$ cat config.mk
export PLATFORM = sky130hd
export DESIGN_NAME = multicycle_control_unit
export DESIGN_NICKNAME = d
export VERILOG_FILES = /design/src/rtl/multicycle_control_unit_pkg.sv /design/src/rtl/mcu_wait_timer.sv /design/src/rtl/multicycle_control_unit.sv
export SDC_FILE = /design/constraint.sdc
export NUM_CORES = 1
export LEC_CHECK = 0
export ABC_AREA = 1
export CORE_AREA = 2 2 56 79
export CTS_CLUSTER_SIZE = 16
export DETAILED_ROUTE_END_ITERATION = 12
export DIE_AREA = 0 0 58 81
export PLACE_DENSITY = 0.83
export SYNTH_ARGS = -nofsm -noshare
export SYNTH_HDL_FRONTEND = slang
export SYNTH_HIERARCHICAL = 1
export SYNTH_SLANG_ARGS = --single-unit
$ cat constraint.sdc
create_clock -name clk -period 2.7 [get_ports clk]
set_input_delay 0.54 -clock clk [delete_from_list [all_inputs] [get_ports clk]]
set_output_delay 0.54 -clock clk [all_outputs]
set_load 0.02 [all_outputs]
$ cat src/rtl/multicycle_control_unit_pkg.sv
// multicycle_control_unit_pkg: state, control-field and opcode encodings shared by the control unit
package multicycle_control_unit_pkg;
    typedef enum logic [2:0] {S_FETCH, S_DECODE, S_EXEC, S_MEM, S_WB, S_TRAP} state_t;
    localparam logic [1:0] ALU_ADD = 2'b00, ALU_BR = 2'b01, ALU_FUNCT = 2'b10, ALU_PASS = 2'b11;
    localparam logic [1:0] WB_MEM = 2'b00, WB_ALU = 2'b01, WB_PC4 = 2'b10;
    localparam logic [1:0] TC_NONE = 2'b00, TC_ILLEGAL = 2'b01, TC_TIMEOUT = 2'b10;
    localparam logic [6:0] OP_OP = 7'b0110011, OP_IMM = 7'b0010011, OP_LOAD = 7'b0000011;
    localparam logic [6:0] OP_STORE = 7'b0100011, OP_BRANCH = 7'b1100011, OP_JAL = 7'b1101111;
    localparam logic [6:0] OP_JALR = 7'b1100111, OP_AUIPC = 7'b0010111, OP_LUI = 7'b0110111;
    function automatic logic is_legal(input logic [6:0] op);
        return op inside {OP_OP, OP_IMM, OP_LOAD, OP_STORE, OP_BRANCH, OP_JAL, OP_JALR, OP_AUIPC, OP_LUI};
    endfunction
    // {alu_op, a_sel, b_sel} driven in EXEC and held through MEM
    function automatic logic [3:0] exec_ctrl(input logic [6:0] op);
        return op == OP_OP ? {ALU_FUNCT, 2'b00} :
               op == OP_IMM ? {ALU_FUNCT, 2'b01} :
               (op == OP_LOAD || op == OP_STORE) ? {ALU_ADD, 2'b01} :
               op == OP_BRANCH ? {ALU_BR, 2'b11} :
               op == OP_JALR ? {ALU_PASS, 2'b01} : {ALU_PASS, 2'b11};
    endfunction
endpackage

$ cat src/rtl/mcu_wait_timer.sv
// mcu_wait_timer: counts memory wait cycles and flags the last one allowed before a bus timeout
module mcu_wait_timer #(
    parameter int MEM_TIMEOUT = 15
) (
    input  logic clk,
    input  logic rst,
    input  logic clr,
    input  logic en,
    output logic timeout
);
    localparam int CW = MEM_TIMEOUT > 1 ? $clog2(MEM_TIMEOUT) : 1;
    localparam logic [CW-1:0] LAST = CW'(MEM_TIMEOUT > 0 ? MEM_TIMEOUT - 1 : 0);
    logic [CW-1:0] wait_cnt;
    always_ff @(posedge clk or posedge rst)
        if (rst) wait_cnt <= '0;
        else wait_cnt <= clr ? '0 : en ? wait_cnt + CW'(1) : wait_cnt;
    assign timeout = MEM_TIMEOUT != 0 && en && wait_cnt == LAST;
endmodule

$ cat src/rtl/multicycle_control_unit.sv
// multicycle_control_unit: FETCH/DECODE/EXEC/MEM/WB sequencer over a shared ready-handshaked memory port
// Define MCU_PERF_CNT_EN to build the cycle_cnt/instret performance counters.
module multicycle_control_unit
    import multicycle_control_unit_pkg::*;
#(
    parameter int XLEN = 32,
    parameter int MEM_TIMEOUT = 15
) (
    input  logic            clk,
    input  logic            rst,
    input  logic [6:0]      opcode,
    input  logic            mem_ready,
    input  logic            branch_taken,
    output logic [1:0]      alu_op,
    output logic [1:0]      wb_sel,
    output logic            a_sel,
    output logic            b_sel,
    output logic            mem_read,
    output logic            mem_write,
    output logic            ifetch,
    output logic            ir_write,
    output logic            reg_write,
    output logic            pc_write,
    output logic            pc_src,
    output logic            trap,
    output logic [1:0]      trap_cause,
    output logic [XLEN-1:0] cycle_cnt,
    output logic [XLEN-1:0] instret
);
    state_t state;
    logic [6:0] op_q;
    logic [1:0] cause_q;
    logic wait_en, tmo, f, ld, st, br, jmp, exm;
    assign wait_en = (state == S_FETCH || state == S_MEM) && !mem_ready;
    mcu_wait_timer #(.MEM_TIMEOUT(MEM_TIMEOUT)) u_timer (
        .clk(clk), .rst(rst), .clr(!wait_en || tmo), .en(wait_en), .timeout(tmo)
    );
    always_ff @(posedge clk or posedge rst)
        if (rst) begin
            state <= S_FETCH;
            op_q <= '0;
            cause_q <= TC_NONE;
        end else begin
            case (state)
                S_FETCH:
                    if (mem_ready) state <= S_DECODE;
                    else if (tmo) begin
                        state <= S_TRAP;
                        cause_q <= TC_TIMEOUT;
                    end
                S_DECODE: begin
                    op_q <= opcode;
                    state <= is_legal(opcode) ? S_EXEC : S_TRAP;
                    if (!is_legal(opcode)) cause_q <= TC_ILLEGAL;
                end
                S_EXEC: state <= (ld || st) ? S_MEM : br ? S_FETCH : S_WB;
                S_MEM:
                    if (mem_ready) state <= ld ? S_WB : S_FETCH;
                    else if (tmo) begin
                        state <= S_TRAP;
                        cause_q <= TC_TIMEOUT;
                    end
                S_WB: state <= S_FETCH;
                default: state <= S_TRAP;
            endcase
        end
    // FETCH requests are masked while rst is held so every output reads 0 during reset
    assign f = state == S_FETCH && !rst;
    assign ld = op_q == OP_LOAD;
    assign st = op_q == OP_STORE;
    assign br = op_q == OP_BRANCH;
    assign jmp = op_q == OP_JAL || op_q == OP_JALR;
    assign exm = state == S_EXEC || state == S_MEM;
    assign {alu_op, a_sel, b_sel} = exm ? exec_ctrl(op_q) : 4'b0;
    assign wb_sel = state == S_WB ? (ld ? WB_MEM : jmp ? WB_PC4 : WB_ALU) : WB_MEM;
    assign mem_read = f || (state == S_MEM && ld);
    assign mem_write = state == S_MEM && st;
    assign ifetch = f;
    assign ir_write = f && mem_ready;
    assign reg_write = state == S_WB;
    assign pc_write = state == S_WB || (state == S_EXEC && br) || (state == S_MEM && st && mem_ready);
    assign pc_src = (state == S_WB && jmp) || (state == S_EXEC && br && branch_taken);
    assign trap = state == S_TRAP;
    assign trap_cause = cause_q;
`ifdef MCU_PERF_CNT_EN
    always_ff @(posedge clk or posedge rst)
        if (rst) begin
            cycle_cnt <= '0;
            instret <= '0;
        end else begin
            cycle_cnt <= cycle_cnt + XLEN'(state != S_TRAP);
            instret <= instret + XLEN'(pc_write);
        end
`else
    assign cycle_cnt = '0;
    assign instret = '0;
`endif
endmodule

==> results of run 1 <==
cell type report:
type | count | area (sq um) | area share [%]
Multi-Input combinational cell | 173 | 784.5 | 47.64
Sequential cell | 16 | 400.4 | 24.32
Timing Repair Buffer | 26 | 260.3 | 15.81
Inverter | 24 | 90.09 | 5.471
Tap cell | 45 | 56.30 | 3.419
Clock buffer | 4 | 55.05 | 3.343
cells in the final DEF (no fill, tap or decap), types with 3 or more instances in the layout:
master and instances:
a21oi_1 4, clkbuf_8 4, clkdlybuf4s50_1 26, conb_1 64, dfrtp_1 16, inv_1 20
inv_2 4, nand2_1 49, nand2_2 3, nand3_1 9, nand3_2 3, nand4_1 3
nor2_1 17, nor2_2 3, o21ai_0 3, o21ai_1 3
cells by family (layout without fill, tap and decap cells):
family / count (synthesis) / after routing
and+or+nand+nor: 91 / 91
buffers and inverters: 89 / 54
DFF: 16 / 16
AOI/OAI and AO/OA: 15 / 15
adders and majority gates: 2 / 2
other: 1 / 64
xor gates and xnor gates: 1 / 1
per-stage QoR:
stage                     setup WS (ns)  cells  utilization, %  hold slack [ns]
after global placement           0.2583    284           39.16           0.4546
after detailed placement         0.2172    284           39.16           0.4609
final                            0.1217    288           40.52           0.4732
after floorplan                  0.7552    278               -           0.3061
after global routing           0.001398    288           40.52           0.5058
after CTS                        0.1259    288           40.52           0.4765
metal layers:
| layer | routed length (microns) | GRT usage (%) | vias up |
|---|---|---|---|
| met2 | 1473 | 22.16 | 75 |
| met5 | 0 | 0 | - |
| met4 | 24 | 5.116 | 0 |
| met3 | 240 | 2.389 | 4 |
| li1 | - | - | 595 |
| met1 | 1044 | 13.35 | 563 |
flip-flops by register name, summed over array words and instances, names as in the netlist:
register and flops:
trap_cause 2, u_timer/wait_cnt 4, op_q 7, state 3
power by group through the flow:
stage                     clock [uW]  sequential, uW  combinational, uW
after floorplan                    0             244                158
after global placement             0             244                105
after detailed placement           0             244                106
after CTS                        217             240                107
after global routing             232             239                118
final                            215             240                108
worst max-delay path: stages (launching register included):
cell and delay, ns:
dfrtp_1 0.38, inv_1 0.11, nand2_1 0.09, nor2_1 0.22, nand3_1 0.17, o22ai_1 0.18, clkdlybuf4s50_1 0.62
final timing paths:
path | startpoint | endpoint | slack, ns | depth (start not counted)
min | op_q[1] | op_q[1] | 0.47 | 2
min reg2reg | op_q[1] | op_q[1] | 0.47 | 2
max in group asynchronous | rst | trap_cause[0] | 1.69 | 2
max | op_q[4] | pc_src | 0.12 | 6
max reg2reg | state[1] | u_timer/wait_cnt[3] | 0.63 | 14
min in group asynchronous | rst | u_timer/wait_cnt[2] | 0.55 | 2
==> impl_metrics.csv, run 1 <==
group,metric,value,unit
status,outcome,"finished clean",
power_and_ir_drop,p_per_area,341.6,mW/mm^2
yosys,synth_top_family_by_area,"buffers and inverters",
power_and_ir_drop,peakVddDrop,216.6,uV
global_routing,antenna_found_initial,0,
yosys,yosysWarningCount,6,
worst_setup_path,end_kind,"output pin",
cts,cts_tree,"yes",
power_and_ir_drop,p_int,384.3,uW
floorplan,dieWidth,58,microns
global_routing,track_usage,12.10,%
floorplan,ios,91,
yosys,synth_mux_area_share,0,%
place,dp_hpwl,2364,microns
run,maxCapViolCount,0,
yosys,netlist.top_cell.by_area,"buf_4",
cts,ctsRootBufferMaster,"clkbuf_8",
cts,clkLatencyLatePin,0.25,ns
route,routed_wl,2783,microns
layout,final_layout_size_suffix_gt1_share,8.230,%
route,dr.pass1.iters,5,
power_and_ir_drop,p_sw,178.2,uW
route,wl_per_cell,9.663,microns
yosys,netlist_instances,215,
power_and_ir_drop,netSwitchingFraction,31.68,%
yosys,synth_xor_area_share,0.5738,%
place,placed_area,0.001592,sq mm
place,io_buffers,26,
yosys,async_flop_share,100.0,%
route,avgViaCountPerCell,4.295,
yosys,synthSimpleGateAreaFrac,27.62,%
global_routing,grt_pass1_vias,1058,
global_routing,overflow,0,
power_and_ir_drop,total_power,562.5,uW
worst_setup_path,worstPathMaxFanout,4,
layout,fillers,427,
floorplan,fp-row-count,28,
layout,stdcell_area,0.001647,sq mm
yosys,yosysMostFrequentCell,"buf_4",
route,final_antenna_net_count,0,
power_and_ir_drop,clockPowerShare,38.2,%
cts,post_cts_buffers,0,
power_and_ir_drop,leakage,0.0008550,uW
yosys,synth_cell_type_count,25,
route,vias,1237,
cts,clk_path_buf_depth,2,
route,first_iter_violations,45,
timing,skew,0.002663,ns
global_routing,grt_max_degree,15,
timing,setup-violations-final,0,
timing,maxSlewViolCount,0,
timing,tns,0,ns
worst_setup_path,crit_path_start_kind,"flip-flop",
cts,cts_made_buffers,3,
worst_setup_path,crit_type,"flip-flop to output pin",
yosys,ys_top_cells_by_area,"buf_4 32%, dfrtp_1 26%, nand2_1 12%",
place,place_congestion,0.8920,
cts,cts.repair.resized,0,
yosys,post_synth.cell_area_avg,7.100,sq um
yosys,synth-seq-cells,16,
route,drcViolationCount,0,
worst_setup_path,required,2.16,ns
yosys,synth-compound-area-share,5.820,%
global_routing,grt_pass1_wl,4443,microns
yosys,yosysTopAreaCellShare,31.97,%
floorplan,die_h,81,microns
cts,htree_num_levels,1,
layout,syn2layout_area_growth,7.869,%
timing,fmax,0.3879,GHz
timing,finalWorstPathRequiredPeriod,2.578,ns
timing,final.period_utilization,95.49,%
cts,clkSlewWorstSetupHoldPaths,0.07,ns
layout,nets,257,
floorplan,initial_core_util,37.56,%
yosys,synthFlopType,"dfrtp_1",
worst_hold_path,hp-class,"flip-flop to flip-flop",
layout,num_antenna_cells,0,
cts,cts.hold.buffers_added,0,
power_and_ir_drop,power_frac_comb,19.2,%
yosys,synthTopCellsByCount,"65 x buf_4, 49 x nand2_1, 20 x inv_1",
yosys,yosysSeqAreaShare,26.23,%
timing,finalHoldViolations,0,
timing,rsz0062_at_grt,"no",
power_and_ir_drop,seqPwrFrac,42.6,%
floorplan,core_area,0.004064,sq mm
yosys,synth_fa_ha_area_share,1.639,%
cts,cts.sinks,16,
floorplan,dieArea,0.004698,sq mm
worst_setup_path,worstPathArrival,2.04,ns
yosys,synth_edf_count,0,
yosys,synth_area,0.001526,sq mm
Power figures use the tool's default switching activity.
==> run 2: changes to the inputs <==
--- a/config.mk
+++ b/config.mk
@@ -11,6 +11,7 @@
 export DETAILED_ROUTE_END_ITERATION = 12
 export DIE_AREA = 0 0 58 81
 export PLACE_DENSITY = 0.83
+export RECOVER_POWER = 25
 export SYNTH_ARGS = -nofsm -noshare
 export SYNTH_HDL_FRONTEND = slang
 export SYNTH_HIERARCHICAL = 1
==> run 2 against run 1 <==
  * Count of clock-buffer cells in the layout is the same
  * Global-route usage is the same
  * Design area is the same
==> impl_metrics.csv, run 2 (synthesized netlist as in run 1, its figures left out) <==
group,metric,value,unit
power_and_ir_drop,netSwitchingFraction,31.70,%
status,outcome,"finished clean",
route,routed_wl,2782,microns
timing,finalHoldViolations,0,
timing,final.period_utilization,95.49,%
timing,skew,0.002663,ns
layout,fillers,427,
worst_setup_path,startpoint,"op_q[4]",
cts,htree_num_levels,1,
layout,final_layout_size_suffix_gt1_share,8.230,%
floorplan,fp-row-count,28,
route,vias,1237,
power_and_ir_drop,seqPwrFrac,42.6,%
cts,cts.hold.buffers_added,0,
timing,hold_slack,0.4732,ns
floorplan,die_h,81,microns
global_routing,overflow,0,
route,first_iter_violations,45,
worst_setup_path,worst_r2r_path_depth,14,
worst_setup_path,crit_chain,"inv_1 > nand2_1 > nor2_1 > nand3_1 > o22ai_1 > clkdlybuf4s50_1",
worst_setup_path,end_kind,"output pin",
worst_hold_path,hp-class,"flip-flop to flip-flop",
place,dp_hpwl,2364,microns
route,drcViolationCount,0,
place,placed_area,0.001592,sq mm
route,avgViaCountPerCell,4.295,
worst_setup_path,worstPathArrival,2.04,ns
global_routing,grt_pass1_vias,1058,
floorplan,dieWidth,58,microns
cts,clkSlewWorstSetupHoldPaths,0.07,ns
route,final_antenna_net_count,0,
worst_setup_path,crit_path_start_kind,"flip-flop",
place,io_buffers,26,
cts,cts.sinks,16,
layout,num_antenna_cells,0,
route,dr.pass1.iters,5,
cts,cts_tree,"yes",
route,wl_per_cell,9.660,microns
layout,layout_commonest_cell,"conb_1",
worst_setup_path,worstPathMaxFanout,4,
worst_setup_path,r2r-start,"state[1]",
timing,setup-violations-final,0,
global_routing,grt_max_degree,15,
global_routing,track_usage,12.10,%
global_routing,antenna_found_initial,0,
worst_setup_path,cp-endpoint,"pc_src",
floorplan,initial_core_util,37.56,%
cts,post_cts_buffers,0,
power_and_ir_drop,p_sw,178.2,uW
power_and_ir_drop,total_power,562.2,uW
layout,syn2layout_area_growth,7.869,%
cts,clkLatencyLatePin,0.25,ns
power_and_ir_drop,leakage,0.0008553,uW
worst_hold_path,whs_path_depth,2,
layout,layout_common_cells,"64 x conb_1, 49 x nand2_1, 25 x clkdlybuf4s50_1, 20 x inv_1, 17 x nor2_1",
cts,cts_made_buffers,3,
timing,finalWorstPathRequiredPeriod,2.578,ns
place,place_congestion,0.8920,
layout,top_register,"op_q",
run,maxCapViolCount,0,
timing,maxSlewViolCount,0,
worst_setup_path,r2r_slack,0.63,ns
power_and_ir_drop,peakVddDrop,216.5,uV
timing,tns,0,ns
cts,cts.repair.resized,0,
worst_setup_path,crit_type,"flip-flop to output pin",
floorplan,core_area,0.004064,sq mm
timing,rsz0062_at_grt,"no",
layout,top_regs,"op_q x7, u_timer/wait_cnt x4, state x3",
power_and_ir_drop,clockPowerShare,38.2,%
global_routing,grt_pass1_wl,4443,microns
floorplan,ios,91,
worst_setup_path,required,2.16,ns
power_and_ir_drop,power_frac_comb,19.1,%
floorplan,dieArea,0.004698,sq mm
timing,fmax,0.3879,GHz
power_and_ir_drop,p_per_area,341.5,mW/mm^2
worst_setup_path,crit_slowest_cell,"clkdlybuf4s50_1",
worst_setup_path,cp_slowest_stage_delay,0.62,ns
layout,largest_reg_flops,7,
worst_setup_path,r2r-end,"u_timer/wait_cnt[3]",
cts,ctsRootBufferMaster,"clkbuf_8",
cts,clk_path_buf_depth,2,
power_and_ir_drop,p_int,384.0,uW
worst_hold_path,holdCritStartpoint,"op_q[1]",
layout,stdcell_area,0.001647,sq mm
layout,nets,257,
[run 2: worst min-delay path by stage]
stage	endpoint
final	op_q[1]
after global routing	op_q[1]
after CTS	op_q[1]
after detailed placement	op_q[1]
after global placement	op_q[0]
after floorplan	u_timer/wait_cnt[0]
[run 2: power groups by stage]
stage | clock [uW] | combinational [uW] | sequential (uW)
after floorplan | 0 | 158 | 244
after global placement | 0 | 105 | 244
after detailed placement | 0 | 106 | 244
after CTS | 217 | 107 | 240
after global routing | 232 | 118 | 239
final | 215 | 108 | 240
[run 2: area by class of cell]
class	instances	area [sq um]	share of cell area, %
sequential	16	400.4	24.32
multi-input combinational	173	784.5	47.64
tap	45	56.30	3.419
clock buffer	4	55.05	3.343
inverter	24	90.09	5.471
timing repair buffer	26	260.3	15.81
[run 2: metrics by stage]
step	setup slack [ns]	utilization [%]	std cells
2_1_floorplan	0.7552	-	278
3_3_place_gp	0.2583	39.16	284
3_5_place_dp	0.2172	39.16	284
4_1_cts	0.1259	40.52	288
5_1_grt	0.001398	40.52	288
6_report	0.1217	40.52	288
[run 2: layer usage]
layer  vias up  wire, microns  share of wire, %  global-route usage (%)
met5         -              0                 0                       0
met4         0             24              0.86                   5.116
met3         4            239               8.6                   2.389
met2        75           1473                53                   22.16
met1       563           1044                38                   13.35
li1        595              -                 -                       -
[run 2: worst max-delay path: cells and delay by family (launching register included)]
kind	cells	cell delay, ns
simple gates	3	0.48
flops	1	0.38
compound gates	1	0.18
buf+inv	2	0.73
